File: src/rtl/volume_ramp.sv
// Per-channel volume stage: 24-bit signed sample x 8-bit gain (unity 128), saturated,
// with zipper-free linear gain ramps. Optional clip counter under VOLUME_RAMP_CLIP_CNT_EN.
module volume_ramp #(
   parameter int unsigned RAMP_STEP  = 16,
   parameter int unsigned GAIN_RESET = 128
) (
   input  logic        clk,
   input  logic        reset,
   input  logic [23:0] in_data,
   input  logic        in_valid,
   output logic        in_ready,
   output logic [23:0] out_data,
   output logic        out_valid,
   input  logic        out_ready,
   output logic        out_clip,
   input  logic [7:0]  gain_target,
   input  logic        mute,
   output logic        ramping,
`ifdef VOLUME_RAMP_CLIP_CNT_EN
   input  logic        clip_clr,
   output logic [15:0] clip_count,
`endif
   output logic [1:0]  dbg_state,
   output logic [7:0]  dbg_gain
);

   // Handshake: a word moves across an interface on a cycle where valid and ready are
   // both high; valid never waits on ready, and data is held stable while valid && !ready.

   typedef enum logic [1:0] {
      ST_STEADY = 2'd0,
      ST_RAMP   = 2'd1,
      ST_MUTED  = 2'd2
   } state_t;

   localparam logic [7:0]         STEP      = 8'(RAMP_STEP);
   localparam logic [7:0]         GAIN_INIT = 8'(GAIN_RESET);
   localparam logic signed [32:0] SAT_MAX   = 33'sd8388607;
   localparam logic signed [32:0] SAT_MIN   = -33'sd8388608;

   state_t             state;
   state_t             state_next;
   logic [7:0]         cur_gain;
   logic [7:0]         gain_next;
   logic [7:0]         gain_stepped;
   logic [7:0]         eff_target;
   logic [7:0]         diff_up;
   logic [7:0]         diff_dn;

   logic               accept;
   logic               s2_load;
   logic               s1_valid;
   logic signed [32:0] s1_product;
   logic signed [32:0] in_ext;
   logic signed [32:0] gain_ext;
   logic signed [32:0] mult;
   logic signed [32:0] shifted;
   logic [23:0]        sat_data;
   logic               sat_clip;

   assign eff_target = mute ? 8'd0 : gain_target;
   assign in_ready   = !s1_valid || !out_valid || out_ready;
   assign accept     = in_valid && in_ready;
   assign s2_load    = !out_valid || out_ready;

   // Bounded step toward the target; the final step lands exactly on it.
   assign diff_up = eff_target - cur_gain;
   assign diff_dn = cur_gain - eff_target;

   always_comb begin
      gain_stepped = cur_gain;
      if (cur_gain < eff_target) begin
         gain_stepped = cur_gain + ((diff_up < STEP) ? diff_up : STEP);
      end else if (cur_gain > eff_target) begin
         gain_stepped = cur_gain - ((diff_dn < STEP) ? diff_dn : STEP);
      end
   end

   // Gain state machine: state register
   always_ff @(posedge clk) begin
      if (reset) begin
         state    <= ST_STEADY;
         cur_gain <= GAIN_INIT;
         ramping  <= 1'b0;
      end else begin
         state    <= state_next;
         cur_gain <= gain_next;
         ramping  <= (state_next == ST_RAMP);
      end
   end

   // Gain state machine: next state; gain only moves on accepted samples
   always_comb begin
      state_next = state;
      gain_next  = cur_gain;
      case (state)
         ST_STEADY: begin
            if (cur_gain != eff_target) state_next = ST_RAMP;
         end
         ST_RAMP: begin
            if (accept) gain_next = gain_stepped;
            if (gain_next == eff_target) begin
               state_next = (eff_target == 8'd0 && mute) ? ST_MUTED : ST_STEADY;
            end
         end
         ST_MUTED: begin
            gain_next = 8'd0;
            if (!mute) state_next = (gain_target != 8'd0) ? ST_RAMP : ST_STEADY;
         end
         default: begin
            state_next = ST_STEADY;
         end
      endcase
   end

   // Gain state machine: outputs
   always_comb begin
      dbg_state = state;
      dbg_gain  = cur_gain;
   end

   // Stage 1: full-precision product using the gain in force before this cycle's update
   assign in_ext   = {{9{in_data[23]}}, in_data};
   assign gain_ext = {25'd0, cur_gain};
   assign mult     = in_ext * gain_ext;

   always_ff @(posedge clk) begin
      if (reset) begin
         s1_valid   <= 1'b0;
         s1_product <= '0;
      end else if (accept) begin
         s1_valid   <= 1'b1;
         s1_product <= mult;
      end else if (s2_load) begin
         s1_valid   <= 1'b0;
      end
   end

   // Stage 2: arithmetic shift floors toward -inf, then clamp to the 24-bit range
   assign shifted = s1_product >>> 7;

   always_comb begin
      sat_data = shifted[23:0];
      sat_clip = 1'b0;
      if (shifted > SAT_MAX) begin
         sat_data = 24'h7FFFFF;
         sat_clip = 1'b1;
      end else if (shifted < SAT_MIN) begin
         sat_data = 24'h800000;
         sat_clip = 1'b1;
      end
   end

   always_ff @(posedge clk) begin
      if (reset) begin
         out_valid <= 1'b0;
         out_data  <= '0;
         out_clip  <= 1'b0;
      end else if (s2_load) begin
         out_valid <= s1_valid;
         if (s1_valid) begin
            out_data <= sat_data;
            out_clip <= sat_clip;
         end
      end
   end

`ifdef VOLUME_RAMP_CLIP_CNT_EN
   // Counts saturated words as they leave; clear wins over a same-cycle increment.
   always_ff @(posedge clk) begin
      if (reset) begin
         clip_count <= '0;
      end else if (clip_clr) begin
         clip_count <= '0;
      end else if (out_valid && out_ready && out_clip && clip_count != 16'hFFFF) begin
         clip_count <= clip_count + 16'd1;
      end
   end
`endif

endmodule

File: config.mk
export PLATFORM = sky130hd
export DESIGN_NAME = volume_ramp
export DESIGN_NICKNAME = d
export VERILOG_FILES = /design/src/rtl/volume_ramp.sv
export SDC_FILE = /design/constraint.sdc
export NUM_CORES = 1
export LEC_CHECK = 0
export CAP_MARGIN = 20
export CORE_UTILIZATION = 53
export DETAILED_ROUTE_END_ITERATION = 8
export PLACE_DENSITY = 0.85
export SETUP_SLACK_MARGIN = 0.1
export SLEW_MARGIN = 20
export SYNTH_ARGS = -nofsm -noshare
export SYNTH_HDL_FRONTEND = slang
export SYNTH_SLANG_ARGS = --single-unit
File: constraint.sdc
create_clock -name clk -period 5.05 [get_ports clk]
set_input_delay 0.505 -clock clk [delete_from_list [all_inputs] [get_ports clk]]
set_output_delay 0.505 -clock clk [all_outputs]
set_load 0.05 [all_outputs]
==> impl_summary.txt <==
----------------------------------------------------
[Run status]
  Outcome ... finished with violations
  Violated checks ... negative setup slack

[Die]
  Top-level I/O count ... 75
  Die Ht ... 144 microns
  Die outline area ... around 0.021 sq mm
  Overall die width ... 144 microns
  Placeable Area ... 0.0196 sq mm
  Number of placement rows ... 51
  Starting utilization of the core area ... 54.5%

[Timing]
  Achievable frequency ... 0.189 GHz
  Setup_tns ... -926 ps
  Final min period ... 5300 ps
  Post-route fraction of the period consumed by the critical path ... 105%
  Final worst slack ... -249 ps
  Final Skew ... around 8.6 ps
  Slew @ Worst Pin ... 992 ps
  Number of pins with negative max-slew slack in the final report ... 0
  Endpoints failing setup ... 12
  Worst max-slew margin expressed relative to the limit ... 33.8%
  Setup repair after global routing missed its margin ... true
  Final hold viol count ... 0
  Worst hold margin ... 457 ps

[Synthesis]
  Post-synthesis async set-or-reset flop share ... 0%
  Number of enable flip-flop cells after synthesis ... 0
  Most used flip-flop cell after synthesis ... sky130_fd_sc_hd__dfxtp_1
  Synthesized instance count ... about 1300
  Netlist Area Pre-Place ... 0.0107 sq mm
  Mean Syn Cell Area ... 8.40 sq um
  Number of register bits inferred by synthesis ... 64
  Share of the yosys chip area belonging to registers ... about an eighth
  Count of synthesis-stage warnings from yosys ... 0
  Synth cell types ... 89

[Global route]
  Total gr overflow ... 0
  Pin count of the biggest net entering global routing ... 55
  Number of global-route vias before repair ... 10500
  Total global routing track utilization ... between 30% and 40%
  Global-route wire length before repair ... around 50 mm
  Initial antenna violation count ... 0

[Pwr]
  Switching share of total power ... 46.2%
  Leakage power ... 6.69 nW
  Relative contribution of the clock network to total power ... 12.4%
  Share of power burned in registers ... 14.5%
  Part of the power in combinational logic ... 73.1%
  Internal power ... between 2 and 3 mW
  Peak ir drop on the vdd network ... 206 uV
  Pwr/cell area ... 375 mW/mm^2
  Power dissipated by switching net loads ... 2.40 mW

[Worst setup path]
  Startpoint types ... flop
  Setup Crit Path Kind ... flop to flop
  CP max stage cell ... sky130_fd_sc_hd__fa_1
  WP buf/inv ... 3
  Critical Path RT ... about 5300 ps
  Top Family by Delay on Critical Path ... adder cells
  Critical Path End Type ... flop
  Crit path DAT ... approximately 5600 ps
  Maximum fanout encountered on the critical timing path ... 26
  Cells along the critical path ... buf_12 -> and2_1 -> ha_4 -> fa_1 -> inv_2 -> fa_1 -> inv_1 -> fa_1 -> ha_4 -> a21o_1 -> a21oi_2 -> o21a_1 -> o211a_1 -> o21ai_2 -> a221o_1 -> a311oi_2 -> nor2b_1 -> o21ai_1 -> mux2_4 -> o22ai_2
  Most common cell on crit path ... sky130_fd_sc_hd__fa_1
  Register-to-register setup slack ... -250 ps
  Highest cell delay on the worst timing path ... 570 ps

[Route]
  Avg Vias per Cell ... 5.72
  Number of antenna-violating nets in the routed design ... 0
  Residual DRC count ... 0
  Total number of vias ... 10200
  Detailed router's first-iteration violation count ... about 720
  Number of iterations in the first detailed-routing pass ... 6
  Wire length after detailed routing ... 32.1 mm
  Detail-routed net length per standard cell ... 18.1 microns

[Clock tree]
  CTS tree ... built
  Total CTS buffers ... 9
  Clock slew seen by the registers of the worst setup and hold paths ... 60 ps
  Clock insertion delay at the later pin of the skew report ... 330 ps
  # H-tree levels ... 3
  Clock tree root driver cell ... sky130_fd_sc_hd__clkbuf_16
  # clock sinks ... 64
  Max Buffers Root-to-Sink ... 2

[Worst hold path]
  Min-delay worst type ... flop to flop

[Layout]
  Net count of the finished layout ... 1791
  Area Overhead vs Synth ... 29.4%
  End-of-flow core utilization ... around 70%
  Fraction of final layout cells with drive strength greater than 1 ... 21.4%

[Place]
  Count of port buffers added during placement ... 74
  HPWL Detailed ... 23.1 mm
  Routability-driven placement congestion ratio ... 0.960

[Job]
  Max-capacitance violation count ... 0

----------------------------------------------------
## final timing paths
kind                              from  cells past startpoint                           to
max           dbg_gain[6]$_SDFFE_PP0P_                     20  s1_product[30]$_SDFFE_PP0P_
min          out_data[15]$_SDFFE_PP0P_                      2    out_data[15]$_SDFFE_PP0P_
max reg2reg   dbg_gain[6]$_SDFFE_PP0P_                     20  s1_product[30]$_SDFFE_PP0P_
min reg2reg  out_data[15]$_SDFFE_PP0P_                      2    out_data[15]$_SDFFE_PP0P_
## power by group through the flow
| stage | Clock, mW | Sequential [mW] | Combinational [mW] |
|---|---|---|---|
| 2_1_floorplan | 0 | 0.868 | 2.08 |
| 3_3_place_gp | 0 | 0.757 | 3.23 |
| 3_5_place_dp | 0 | 0.759 | 3.38 |
| 4_1_cts | 0.648 | 0.741 | 3.54 |
| 5_1_grt | 0.666 | 0.758 | 4.13 |
| 6_report | 0.645 | 0.752 | 3.79 |
## sequential cells by signal, indices dropped and copies added, names as in the netlist
signal / flops
dbg_state: 2
ramping: 1
out_valid: 1
out_data: 24
s1_product: 26
dbg_gain: 8
out_clip: 1
s1_valid: 1
## cell families (layout without fill, tap and decap cells)
logic type	Yosys count	after routing	share of synthesized area (%)
AND/OR/NAND/NOR	416	416	20.5
buffers and inverters	267	509	9.77
other	2	5	0.0704
AO/OA/AOI/OAI	228	228	14.0
adder cells (fa/ha/maj)	245	245	39.4
multiplexers	9	9	0.950
XOR/XNOR	39	39	3.34
flip-flops	64	64	12.0
## worst register-to-register path, delay by kind of cell (launching register included)
family	cells	cell delay, ps
multiplexers	1	350
AND/OR/NAND/NOR	2	340
adder cells (fa/ha/maj)	5	2100
buffers and inverters	3	280
AO/OA/AOI/OAI	9	1780
flip-flops	1	360
## routing by layer
metal	wire (microns)	vias to the layer above	GRT usage (%)
li1	-	4540	-
met1	12300	5044	34.9
met2	16200	463	55.5
met3	2200	141	4.93
met4	1510	0	15.5
met5	0	-	0
## through the flow
step	setup WS [ps]	instance area (sq um)	std cells	total power, mW
3_3_place_gp	-655	12900	1734	3.98
5_1_grt	-404	13800	1779	5.56
3_5_place_dp	-899	12900	1734	4.14
6_report	-249	13800	1780	5.18
4_1_cts	-98.2	13600	1771	4.93
2_1_floorplan	-119	10800	1272	2.95
## cell type report
class	count	area (sq um)
sequential	64	1310
multi-input combinational	941	8700
clock buffer	12	289
tap	265	332
antenna	1	2.50
clock inverter	4	31.3
inverter	213	800
timing repair buffer	280	2340
fill	1361	5780
## cells in the final DEF (no fill, tap or decap), drive strengths merged, types with 11 or more instances in the layout
cell           netlist  layout
nor3                12      12
clkbuf              39      12
nor2b               15      15
dlygate4sd2          0      13
dfxtp               64      64
o21ai               56      56
ha                  93      93
nand3               11      11
nand2b              14      14
nand2              161     161
inv                213     214
a211oi              13      13
nor2                39      39
xor2                12      12
o21a                11      11
xnor2               27      27
a21oi               83      83
and2               119     119
clkdlybuf4s50        0      51
buf                 15     211
fa                 152     152
## synthesized netlist by cell type (4+ instances only)
cell type,count,area share (%)
sky130_fd_sc_hd__o21a_1,11,0.77
sky130_fd_sc_hd__inv_1,213,7.5
sky130_fd_sc_hd__o21bai_1,4,0.28
sky130_fd_sc_hd__o21ai_1,4,0.19
sky130_fd_sc_hd__nand3_1,11,0.52
sky130_fd_sc_hd__xor2_1,12,0.98
sky130_fd_sc_hd__a21o_1,9,0.63
sky130_fd_sc_hd__nand2_1,161,5.7
sky130_fd_sc_hd__a21oi_1,82,3.8
sky130_fd_sc_hd__nand4_1,5,0.29
sky130_fd_sc_hd__buf_2,8,0.38
sky130_fd_sc_hd__ha_1,93,11
sky130_fd_sc_hd__o21ai_0,51,2.4
sky130_fd_sc_hd__dfxtp_1,64,12
sky130_fd_sc_hd__nor2_1,39,1.4
sky130_fd_sc_hd__o211ai_1,5,0.35
sky130_fd_sc_hd__mux2i_1,5,0.47
sky130_fd_sc_hd__nand2b_1,14,0.82
sky130_fd_sc_hd__nand3b_1,8,0.56
sky130_fd_sc_hd__nor3_1,10,0.47
sky130_fd_sc_hd__a211oi_1,12,0.84
sky130_fd_sc_hd__xnor2_1,25,2.1
sky130_fd_sc_hd__and2_1,119,7.0
sky130_fd_sc_hd__fa_1,152,29
sky130_fd_sc_hd__nor2b_1,15,0.88
sky130_fd_sc_hd__clkbuf_1,39,1.4
## timing repair
action / 4_1_cts / 5_1_grt
gates cloned: 0 / 0
setup buffers: 22 / 8
endpoints found under the setup margin: 22 / 21
resized for setup: 89 / 30
pin swaps: 26 / 32
hold buffers: 0 / 0
No activity file was read; power rests on OpenSTA's default activity.
